[config.mk]
export PLATFORM = sky130hd
export DESIGN_NAME = p2s_rr_scheduler
export DESIGN_NICKNAME = d
export VERILOG_FILES = /design/src/rtl/p2s_rr_scheduler.sv
export SDC_FILE = /design/constraint.sdc
export NUM_CORES = 1
export LEC_CHECK = 0
export ABC_AREA = 0
export BUFFER_PORTS_ARGS = -buffer_cell sky130_fd_sc_hd__clkbuf_2
export CAP_MARGIN = 10
export CORE_UTILIZATION = 43
export DETAILED_ROUTE_END_ITERATION = 8
export HOLD_SLACK_MARGIN = 0.15
export PLACE_DENSITY = 0.8
export SYNTH_ARGS = -nofsm -noshare
export SYNTH_HDL_FRONTEND = slang
export SYNTH_SLANG_ARGS = --single-unit
[constraint.sdc]
create_clock -name clk -period 1.8 [get_ports clk]
set_clock_uncertainty 0.15 [all_clocks]
set_input_delay 0.09 -clock clk [delete_from_list [all_inputs] [get_ports clk]]
set_output_delay 0.09 -clock clk [all_outputs]
set_load 0.1 [all_outputs]
[src/rtl/p2s_rr_scheduler.sv]
// Round-robin scheduler sharing one WIDTH-bit parallel-to-serial channel among N_REQ requesters.
// Optional macro P2S_RR_SCHED_GAP_EN inserts one idle GAP cycle after every serial slot.
module p2s_rr_scheduler #(
    parameter int unsigned N_REQ = 4,
    parameter int unsigned WIDTH = 4,
    parameter int unsigned SRC_W = 2
) (
    input  logic                   clk,
    input  logic                   rst_n,
    input  logic [N_REQ-1:0]       req_valid,
    input  logic [N_REQ*WIDTH-1:0] req_data,
    output logic [N_REQ-1:0]       req_ready,
    output logic                   ser_load,
    output logic [WIDTH-1:0]       ser_word,
    output logic [SRC_W-1:0]       ser_src,
    output logic                   busy
);

    localparam int unsigned CntW = (WIDTH > 1) ? $clog2(WIDTH) : 1;
    localparam logic [CntW-1:0] CntLast = CntW'(WIDTH - 1);
    localparam logic [SRC_W-1:0] SrcLast = SRC_W'(N_REQ - 1);

`ifdef P2S_RR_SCHED_GAP_EN
    typedef enum logic [1:0] {StIdle, StShift, StGap} state_e;
`else
    typedef enum logic [0:0] {StIdle, StShift} state_e;
`endif

    state_e           state;
    state_e           state_next;
    logic [CntW-1:0]  cnt;
    logic [SRC_W-1:0] ptr;
    logic [SRC_W-1:0] grant;
    logic [SRC_W-1:0] ptr_next;
    logic             any_valid;
    logic             accept_ok;
    logic             accept;

    // First valid requester at or after ptr, wrapping modulo N_REQ.
    always_comb begin
        int idx;
        grant     = '0;
        any_valid = 1'b0;
        idx       = 0;
        for (int k = 0; k < int'(N_REQ); k++) begin
            idx = int'(ptr) + k;
            if (idx >= int'(N_REQ)) idx = idx - int'(N_REQ);
            if (!any_valid && req_valid[idx]) begin
                any_valid = 1'b1;
                grant     = SRC_W'(idx);
            end
        end
    end

    always_comb begin
        accept_ok = 1'b0;
        case (state)
            StIdle:  accept_ok = 1'b1;
`ifdef P2S_RR_SCHED_GAP_EN
            StShift: accept_ok = 1'b0;
            StGap:   accept_ok = 1'b1;
`else
            StShift: accept_ok = (cnt == CntLast);
`endif
            default: accept_ok = 1'b0;
        endcase
    end

    assign accept   = accept_ok && any_valid && rst_n;
    assign ptr_next = (grant == SrcLast) ? '0 : grant + 1'b1;

    always_comb begin
        req_ready = '0;
        if (accept) req_ready[grant] = 1'b1;
    end

    always_comb begin
        state_next = state;
        if (accept) begin
            state_next = StShift;
        end else begin
            case (state)
                StIdle: state_next = StIdle;
                StShift: begin
                    if (cnt == CntLast) begin
`ifdef P2S_RR_SCHED_GAP_EN
                        state_next = StGap;
`else
                        state_next = StIdle;
`endif
                    end
                end
                default: state_next = StIdle;
            endcase
        end
    end

    always_ff @(posedge clk or negedge rst_n) begin
        if (!rst_n) begin
            state    <= StIdle;
            cnt      <= '0;
            ptr      <= '0;
            ser_load <= 1'b0;
            ser_word <= '0;
            ser_src  <= '0;
            busy     <= 1'b0;
        end else begin
            state    <= state_next;
            busy     <= (state_next != StIdle);
            ser_load <= accept;
            if (accept) begin
                cnt      <= '0;
                ptr      <= ptr_next;
                ser_word <= req_data[grant*WIDTH +: WIDTH];
                ser_src  <= grant;
            end else if (state == StShift && cnt != CntLast) begin
                cnt <= cnt + 1'b1;
            end else begin
                cnt <= '0;
            end
        end
    end

endmodule
==> impl_results.md, run 1 <==
- Combinational power share: 0.711
- CTS root buf: clkbuf_4
- Detailed Routing Iterations Pass 1: 4
- Final Slew Violations: 0
- Part of the power in registers: 0.198
- Sw frac: 0.550
- Initial antenna violation count: 0
- Worst hold path type: primary input to asynchronous set/reset pin
- Vias/cell: 5.36
- CP Data Required Time: 1.56 ns
- Area share of the leading cell type in the synthesized netlist: 0.440
- Rel. slew slack: 0.637
- Die X: 41.9 um
- Clk pin slew, worst setup/hold paths: around 0.08 ns
- DIE AREA: 1750 um2
- # nets final: 158
- Post-synthesis cell count: 66
- I/O Pins: 34
- Fin crit share: 1.15
- Wire length per cell: about 18 um
- H-tree depth: 1
- Total grt overflow: 0
- HPWL Detailed: 1250 um
- Placed insts: 122
- Core ar.: 1490 um2
- Worst r2r path cells: 7
- Core Util, Final: 0.924
- Setup Crit Path Kind: register to output port
- Seq cells post-synth: 12
- FF-to-FF End: ser_word[0]$_DFFE_PN0P_
- Leakage: 0.692 nW
- Via count: 804
- DRT iter0 DRCs: 17
- Rows: 14
- Critical path launch point type: register
- Post-synthesis net count: 89
- Reg-to-Reg Start: ptr[0]$_DFFE_PN0P_
- Fillers: 43
- Outcome: finished, violations left
- RSZ-0062 raised after global routing: true
- PortBufs: 33
- Largest net degree at the start of global routing: 13
- Max-cap viol count: 0
- First-pass GRT wire length: approximately 4300 um
- Peak Freq: 0.484 GHz
- GP Congestion: 0.809
- Max VDD drop: between 1 and 1.5 mV
- Final worst setup slack: -0.268 ns
- Slew @ Worst Pin: 0.547 ns
- # setup viols final: 8
- CTS Sinks: 12
- Area delta synth->final: 101%
- Largest area contributor in the netlist: dfrtp_1
- CTS tree: built
- Post-DRT Antenna Nets: 0
- Int Power: 1.09 mW
- Initial Util: 0.459
- All-Layer GR Usage: 0.335
- Die H: 41.9 um
- Share of layout cells above drive strength 1: 0.537
- Synth area leaders: dfrtp_1 (44%), mux2i_1 (12%), o221ai_1 (5.1%), nand2_1 (4.9%), a2111oi_4 (4.0%)
- Worst endpoint data arrival time: between 1.5 and 2 ns
- Fin cells: 150
- Synthesis Warnings: 0
- Total power: 2.43 mW
- Post-synth cell types: 26
- Minimum clock period: 2.07 ns
- Worst hold slack: about 0.2 ns
- CTS Buf Count: 3
- Fin. Hold Viols: 0
- Mean Syn Cell Area: approximately 10 um2
- Failing checks: setup timing
- Psw: 1.34 mW
- Synthesized area: 683 um2
- Sequential area share after synthesis: 0.440
- Vias in the first global route: 961
- Clk pwr share: 0.091
- CP max FO: 5
- DRC: 0
- Crit. End Element: output port
- Power per cell area: between 1500 and 2000 nW/um2
- ANT cells: 0
- Max clock buf depth: 2
- FF-to-FF setup slack: -0.09 ns
- Post-Route WL: between 2000 and 3000 um
- Worst-skew pair later-pin latency: 0.28 ns
## cell usage in the layout, fill, tap and decap left out, types with 3 or more instances in the layout
cell | netlist | routed
clkbuf_2 | 0 | 29
dlygate4sd3_1 | 0 | 18
dfrtp_1 | 12 | 10
nand2_1 | 9 | 9
buf_6 | 1 | 8
mux2i_1 | 8 | 7
buf_4 | 0 | 7
inv_1 | 4 | 4
buf_12 | 0 | 4
nand2b_4 | 0 | 3
nor2_4 | 0 | 3
o21ai_1 | 1 | 3
nor2_1 | 4 | 3
o221ai_1 | 4 | 3
clkbuf_4 | 0 | 3
## kinds of logic after synthesis
logic type / count (synthesis) / share of synthesized area
XOR/XNOR: 1 / 0.0128
buffers and inverters: 7 / 0.0513
AND/OR/NAND/NOR: 23 / 0.165
adder cells (fa/ha/maj): 1 / 0.0183
flip-flops: 12 / 0.440
AO/OA/AOI/OAI: 14 / 0.196
multiplexers: 8 / 0.117
## per-stage QoR
step / setup TNS (ns) / area [um2] / worst slack [ns]
final: -1.22 / 1380 / -0.268
after global routing: -1.83 / 1380 / -0.337
after CTS: -1.24 / 1340 / -0.232
after detailed placement: -0.974 / 1030 / -0.185
after global placement: -0.491 / 1030 / -0.134
after floorplan: -0.819 / 738 / -0.351
## power groups by stage
stage / Clock, mW / Combinational [mW] / Sequential, mW
finish: 0.221 / 1.73 / 0.480
global route: 0.234 / 1.80 / 0.490
CTS: 0.219 / 1.58 / 0.458
detailed placement: 0 / 1.43 / 0.463
global placement: 0 / 1.41 / 0.459
floorplan: 0 / 0.565 / 1.02
## routing by layer
metal | vias up | part of all wire | global-route usage | wire, um
met4 | 0 | 0.015 | 0.161 | 41
met3 | 6 | 0.057 | 0.0957 | 153
met2 | 44 | 0.52 | 0.578 | 1400
met1 | 380 | 0.41 | 0.373 | 1110
li1 | 374 | - | - | -
met5 | - | 0 | 0 | 0
## state kept, by name (all words and copies together), names as in the netlist
register and flops:
ser_word 4, ser_load 1, ptr 2, state 1, cnt 2, ser_src 2
## worst max-delay path: stages (launching register included)
cell       delay (ns)
dfrtp_2          0.39
buf_4            0.14
a21oi_1          0.06
o21ai_1          0.25
a2bb2oi_4        0.14
buf_6            0.15
nor3_4           0.22
buf_12           0.20
## cells in the mapped netlist, drive strengths merged
library cell	count
and2b	1
and3	1
xor2	1
a2111oi	1
ha	1
a2bb2oi	1
o41ai	1
mux2i	8
a221oi	1
nor2	6
nand2	9
nor3	1
o21ai	3
o221ai	4
buf	2
nor4	1
dfrtp	12
inv	5
and2	1
a21oi	2
a21o	1
nand2b	3
## what timing repair did
item,4_1_cts,5_1_grt
setup buffers,12,3
gates cloned,0,0
resized for setup,8,13
hold buffers,18,0
endpoints found under the setup margin,10,12
endpoints found under the hold margin,17,0
pin swaps,6,8
## how the worst max path moves through the flow
stage / slack (ns) / start / cells past startpoint / end
floorplan: -0.35 / ptr[0]$_DFFE_PN0P_ / 4 / req_ready[0]
global placement: -0.13 / ptr[0]$_DFFE_PN0P_ / 5 / req_ready[2]
detailed placement: -0.18 / ptr[0]$_DFFE_PN0P_ / 5 / req_ready[2]
CTS: -0.23 / ptr[0]$_DFFE_PN0P_ / 6 / req_ready[3]
global route: -0.34 / ptr[1]$_DFFE_PN0P_ / 7 / req_ready[1]
finish: -0.27 / ptr[1]$_DFFE_PN0P_ / 7 / req_ready[1]
## final cells by class
class                   instances  area (um2)  share of cell area
clock buffers                   4        36.3              0.0264
inverters                       5        18.8              0.0136
multi-input cells              47         447               0.325
flip-flops and latches         12         305               0.222
well taps                      16        20.0              0.0146
repair buffers                 66         548               0.399
(Power assumes the default switching activity.)
==> run 2: changes to the inputs <==
==> config.mk (replaced) <==
export PLATFORM = sky130hd
export DESIGN_NAME = p2s_rr_scheduler
export DESIGN_NICKNAME = d
export VERILOG_FILES = /design/src/rtl/p2s_rr_scheduler.sv
export SDC_FILE = /design/constraint.sdc
export NUM_CORES = 1
export LEC_CHECK = 0
export ABC_AREA = 1
export BUFFER_PORTS_ARGS = -buffer_cell sky130_fd_sc_hd__clkbuf_2
export CAP_MARGIN = 10
export CORE_UTILIZATION = 49
export DETAILED_ROUTE_END_ITERATION = 8
export PLACE_DENSITY = 0.83
export SYNTH_ARGS = -nofsm -noshare
export SYNTH_HDL_FRONTEND = slang
export SYNTH_SLANG_ARGS = --single-unit
==> impl_results.md, run 2 <==
- Max FFs per register: 4 (unchanged)
- Main synth FF type: dfrtp_1
- Worst endpoint data arrival time: 2.28 ns (+0.45 ns)
- ANT cells: 0 (unchanged)
- Synth cell count leaders: nand2_1 (52), inv_1 (27), nand3_1 (16)
- Total negative slack: -6.88 ns (-5.65 ns)
- Detailed Routing Iterations Pass 1: 5 (+1)
- Final Slew Violations: 0 (unchanged)
- Synth area leaders: dfrtp_1 (31%), nand2_1 (20%), inv_1 (10%), nand3_1 (8.2%), nand2_2 (5.8%)
- Failing checks: setup timing
- Most common cell after layout, fill and taps aside: nand2_1
- First-pass GRT wire length: 5460 um (+27%)
- Crit. End Element: output port
- Total grt overflow: 0 (unchanged)
- Worst-skew pair later-pin latency: 0.29 ns (about the same)
- Area delta synth->final: 76.3%
- Rows: 15 (+1)
- CP Data Required Time: 1.56 ns (about the same)
- CTS root buf: clkbuf_4
- Initial Util: 0.545 (+0.0857)
- CP startpoint: ptr[1]$_DFFE_PN0P_
- Worst hold path type: primary input to register
- Area share of the leading cell type in the synthesized netlist: 0.309 (-0.130)
- Fin. Hold Viols: 0 (unchanged)
- Vias/cell: 6.22 (+16%)
- Placed insts: 225 (+84%)
- Synthesis Warnings: 0 (unchanged)
- Post-DRT Antenna Nets: 0 (unchanged)
- Sequential area share after synthesis: 0.309 (-0.130)
- Largest net degree at the start of global routing: 13 (unchanged)
- Fin crit share: 1.40 (+0.250)
- Setup Crit Path Kind: register to output port
- Initial antenna violation count: 0 (unchanged)
- DRC: 0 (unchanged)
- Die X: 46.5 um (+11%)
- RSZ-0062 raised after global routing: true
- Ys async rst share: 1.00 (unchanged)
- Most frequent cells in the layout: nand2_1 (37), clkbuf_2 (29), buf_4 (27), inv_1 (24), nand2_2 (20)
- Max-cap viol count: 0 (unchanged)
- Fillers: 46 (+7.0%)
- Post-synthesis net count: 174 (+96%)
- DIE AREA: 2160 um2 (+23%)
- Share of layout cells above drive strength 1: 0.552 (+0.0143)
- Synthesized area: 971 um2 (+42%)
- Rel. slew slack: 0.606 (-0.0304)
- Min-delay src: req_data[12]
- DRT iter0 DRCs: 125 (+108)
- Post-synth EDFFs: 0 (unchanged)
- GP Congestion: 0.829 (+2.6%)
- Largest Register: ser_word
- # setup viols final: 14 (+6)
- Post-synthesis cell count: 151 (+130%)
- Post-synth cell types: 20 (-23%)
- Clk pin slew, worst setup/hold paths: 0.10 ns (+0.02 ns)
- Max clock buf depth: 2 (unchanged)
- Worst-path cell with the longest stage delay: dfrtp_2
- Via count: 1,543 (+92%)
- Fin cells: 248 (+65%)
- All-Layer GR Usage: 0.369 (+0.0343)
- Die H: 46.5 um (+11%)
- CTS Sinks: 12 (unchanged)
- CP max FO: 6 (+1)
- Mean Syn Cell Area: 6.43 um2 (-38%)
- Peak Freq: 0.397 GHz (-18%)
- # nets final: 247 (+56%)
- I/O Pins: 34 (unchanged)
- Post-Route WL: 5090 um (+88%)
- HPWL Detailed: 2130 um (+70%)
- Slew @ Worst Pin: 0.593 ns (+0.0458 ns)
- Reg-to-Reg Start: ptr[0]$_DFFE_PN0P_
- Most numerous cell in the Yosys netlist: nand2_1
- CTS tree: built
- H-tree depth: 1 (unchanged)
- Vias in the first global route: 1,285 (+34%)
- FF-to-FF End: ser_word[3]$_DFFE_PN0P_
- Seq cells post-synth: 12 (unchanged)
- PortBufs: 33 (unchanged)
- Crit path cell chain: inv_4 -> nand2_2 -> nand2_4 -> nand2_1 -> o21ai_4 -> nand3b_1 -> nand3_4 -> inv_4 -> nand2_2 -> nor2_4 -> buf_12
- Worst r2r path cells: 17 (+10)
- Slowest Stage Delay on Critical Path: 0.50 ns (+0.11 ns)
- Final worst setup slack: -0.717 ns (-0.449 ns)
- CTS Buf Count: 3 (unchanged)
- Minimum clock period: 2.52 ns (+0.449 ns)
- Core ar.: 1780 um2 (+20%)
- Wire length per cell: 20.5 um (+14%)
- Outcome: finished, violations left
- Crit path capture: req_ready[0]
- Critical path launch point type: register
- FF-to-FF setup slack: -0.69 ns (-0.60 ns)
- Largest area contributor in the netlist: dfrtp_1
[run 2: cell count changes after synthesis, moves of 4 or more]
cell / previous run / this run
mux2i_1: 8 / 0
nand3_1: 0 / 16
nand2_1: 9 / 52
o221ai_1: 4 / 0
nand2_2: 0 / 9
nor2_1: 4 / 11
inv_1: 4 / 27
[run 2: cells by family (layout without fill, tap and decap cells)]
group / count (synthesis) / in the layout / share of synthesized area
simple gates: 99 / 99 / 0.483
fa+ha+maj: 1 / 1 / 0.0129
flops: 12 / 12 / 0.309
compound gates: 6 / 6 / 0.0438
buf+inv: 33 / 105 / 0.151
[run 2: cell type report]
| type | count | area, um2 | area share |
|---|---|---|---|
| inverter | 30 | 124 | 0.0724 |
| sequential | 12 | 304 | 0.178 |
| clock buffer | 4 | 36.3 | 0.0212 |
| multi-input combinational | 106 | 667 | 0.390 |
| tap | 25 | 31.3 | 0.0183 |
| timing repair buffer | 71 | 549 | 0.321 |
[run 2: per-stage QoR]
step | worst slack [ns] | hold WS, ns | util | cell area (um2)
6_report | -0.717 | 0.00296 | 0.960 | 1710
5_1_grt | -0.793 | 0.0232 | 0.960 | 1710
4_1_cts | -0.504 | 0.00459 | 0.869 | 1550
3_5_place_dp | -0.249 | -0.0928 | 0.769 | 1370
3_3_place_gp | -0.126 | -0.0965 | 0.769 | 1370
2_1_floorplan | -0.260 | -0.356 | - | 1010
[run 2: worst max-delay path: cells and delay by family, from the launching register on]
kind                   cells  cell delay, ns
buffers and inverters      3            0.43
and+or+nand+nor            7            0.94
DFF                        1            0.50
AOI/OAI and AO/OA          1            0.11
[run 2: worst min-delay path by stage]
stage | end | slack, ns | cells past startpoint
2_1_floorplan | cnt[0]$_DFF_PN0_ | -0.36 | 0
3_3_place_gp | ser_word[3]$_DFFE_PN0P_ | -0.1 | 2
3_5_place_dp | ser_src[0]$_DFFE_PN0P_ | -0.09 | 2
4_1_cts | ser_word[0]$_DFFE_PN0P_ | 0.005 | 5
5_1_grt | ser_word[0]$_DFFE_PN0P_ | 0.02 | 4
6_report | ser_word[0]$_DFFE_PN0P_ | 0.003 | 4
[run 2: metal layers]
metal / vias up / share of wire / wire (um) / track usage
li1: 597 / - / - / -
met1: 669 / 0.30 / 1530 / 0.375
met2: 193 / 0.45 / 2280 / 0.667
met3: 84 / 0.13 / 679 / 0.0824
met4: 0 / 0.12 / 602 / 0.229
met5: - / 0 / 0 / 0
[run 2: what timing repair did]
| action | CTS | global route |
|---|---|---|
| pin swaps | 4 | 10 |
| hold buffers | 2 | 0 |
| buffers inserted | 8 | 10 |
| endpoints found under the setup margin | 12 | 14 |
| gates resized for setup | 18 | 28 |
| endpoints found under the hold margin | 13 | 0 |
| cloned | 0 | 1 |
Power of run 2 is left out: the tool's default activity adds up to more than one toggle a clock period on the data nets, which glitch-free logic cannot reach.
==> run 3: changes to the inputs <==
--- a/config.mk
+++ b/config.mk
@@ -10,6 +10,7 @@
 export CAP_MARGIN = 10
 export CORE_UTILIZATION = 49
 export DETAILED_ROUTE_END_ITERATION = 8
+export HOLD_SLACK_MARGIN = 0.02
 export PLACE_DENSITY = 0.83
 export SYNTH_ARGS = -nofsm -noshare
 export SYNTH_HDL_FRONTEND = slang
==> impl_results.md, run 3 (synthesized netlist as in run 2, its figures left out) <==
- Clk pin slew, worst setup/hold paths: 0.09 ns (about the same)
- Post-DRT Antenna Nets: 0 (unchanged)
- Initial antenna violation count: 0 (unchanged)
- Fin crit share: 1.31 (-0.0843)
- Vias/cell: 5.75 (-7.6%)
- Rows: 15 (unchanged)
- DIE AREA: 2160 um2 (unchanged)
- Final Slew Violations: 0 (unchanged)
- Via count: 1,425 (-7.6%)
- CTS Sinks: 12 (unchanged)
- Post-Route WL: 4350 um (-15%)
- Detailed Routing Iterations Pass 1: 7 (+2)
- Worst r2r path cells: 14 (-3)
- Fin. Hold Viols: 0 (unchanged)
- WHS Path Cells: 4 (unchanged)
- Initial Util: 0.545 (unchanged)
- Wire length per cell: 17.5 um (-15%)
- CTS root buf: clkbuf_4
- DRC: 0 (unchanged)
- Peak Freq: 0.423 GHz (+6.4%)
- ANT cells: 0 (unchanged)
- HPWL Detailed: 2130 um (unchanged)
- Die H: 46.5 um (unchanged)
- Critical path launch point type: register
- I/O Pins: 34 (unchanged)
- PortBufs: 33 (unchanged)
- # nets final: 247 (unchanged)
- Crit. End Element: output port
- All-Layer GR Usage: 0.431 (+0.0626)
- H-tree depth: 1 (unchanged)
- Failing checks: setup timing
- Share of layout cells above drive strength 1: 0.489 (-0.0628)
- Minimum clock period: 2.37 ns (-0.152 ns)
- Max FFs per register: 4 (unchanged)
- Outcome: finished, violations left
- Worst hold path type: primary input to register
- Die X: 46.5 um (unchanged)
- RSZ-0062 raised after global routing: true
- # setup viols final: 13 (-1)
- Most common cell after layout, fill and taps aside: nand2_1
- Setup Crit Path Kind: register to output port
- Largest net degree at the start of global routing: 13 (unchanged)
- Most frequent cells in the layout: nand2_1 (44), clkbuf_2 (29), buf_4 (25), inv_1 (24), nand2_2 (15)
- Final worst setup slack: -0.566 ns (+0.152 ns)
- Worst endpoint data arrival time: 2.13 ns (-0.15 ns)
- Area delta synth->final: 71.1%
- FF-to-FF setup slack: -0.49 ns (+0.20 ns)
- Vias in the first global route: 1,451 (+13%)
- Largest Register: ser_word
- CTS Buf Count: 3 (unchanged)
- Core ar.: 1780 um2 (unchanged)
- Rel. slew slack: 0.635 (+0.0282)
- Pre-CTS setup slack: -0.249 ns (unchanged)
- Slew @ Worst Pin: 0.551 ns (-0.0424 ns)
- Total grt overflow: 0 (unchanged)
- CP Data Required Time: 1.56 ns (about the same)
- DRT iter0 DRCs: 126 (+0.80%)
- CP max FO: 8 (+2)
- Max clock buf depth: 2 (unchanged)
- Max-cap viol count: 0 (unchanged)
- GP Congestion: 0.829 (unchanged)
- Fillers: 57 (+24%)
- CTS tree: built
- Worst-skew pair later-pin latency: 0.27 ns (-0.02 ns)
- First-pass GRT wire length: 6340 um (+16%)
-- run 3: area by class of cell --
class	instances	area [um2]	area share
Tap cell	25	31.3	0.0188
Clock buffer	4	36.3	0.0218
Sequential cell	12	303	0.182
Multi-Input combinational cell	106	624	0.376
Inverter	30	119	0.0715
Timing Repair Buffer	71	548	0.330
-- run 3: worst paths after layout --
kind	end	from
setup / recovery	req_ready[3]	ptr[0]$_DFFE_PN0P_
hold / removal	ser_word[1]$_DFFE_PN0P_	req_data[13]
setup reg to reg	ser_word[0]$_DFFE_PN0P_	ptr[0]$_DFFE_PN0P_
hold reg to reg	cnt[0]$_DFF_PN0_	cnt[0]$_DFF_PN0_
max in group asynchronous	ptr[1]$_DFFE_PN0P_	rst_n
min in group asynchronous	ser_src[0]$_DFFE_PN0P_	rst_n
-- run 3: through the flow --
| step | hold slack (ns) | TNS (ns) | area (um2) | utilization | instances |
|---|---|---|---|---|---|
| global route | 0.0148 | -6.09 | 1660 | 0.932 | 248 |
| floorplan | -0.356 | -1.02 | 1010 | - | 151 |
| CTS | 0.0209 | -3.60 | 1620 | 0.908 | 246 |
| detailed placement | -0.0928 | -2.06 | 1370 | 0.769 | 225 |
| finish | 0.0151 | -4.78 | 1660 | 0.932 | 248 |
| global placement | -0.0965 | -0.929 | 1370 | 0.769 | 225 |
-- run 3: repair_timing --
action / CTS / global route
setup buffers: 8 / 2
hold endpoints to repair: 15 / 0
hold buffers: 9 / 0
setup endpoints to repair: 12 / 14
pin swaps: 4 / 2
resized for setup: 18 / 7
cloned: 0 / 0
-- run 3: per-layer routing --
metal | part of all wire | global-route usage | up-vias
met2 | 0.46 | 0.747 | 145
li1 | - | - | 601
met5 | 0 | 0 | -
met4 | 0.11 | 0.376 | 0
met3 | 0.12 | 0.110 | 65
met1 | 0.31 | 0.415 | 614
-- run 3: critical path: stages, from the launching register on --
cell,delay [ns]
dfrtp_1,0.38
inv_2,0.10
buf_6,0.13
nand2_1,0.06
nand2_1,0.07
nand2_2,0.08
nand2_2,0.07
nor2_4,0.15
nand3_4,0.12
nor2_4,0.13
nor2_2,0.07
nor2_4,0.12
inv_2,0.07
nor2_4,0.11
buf_12,0.18
Power of run 3 is left out for the same reason.
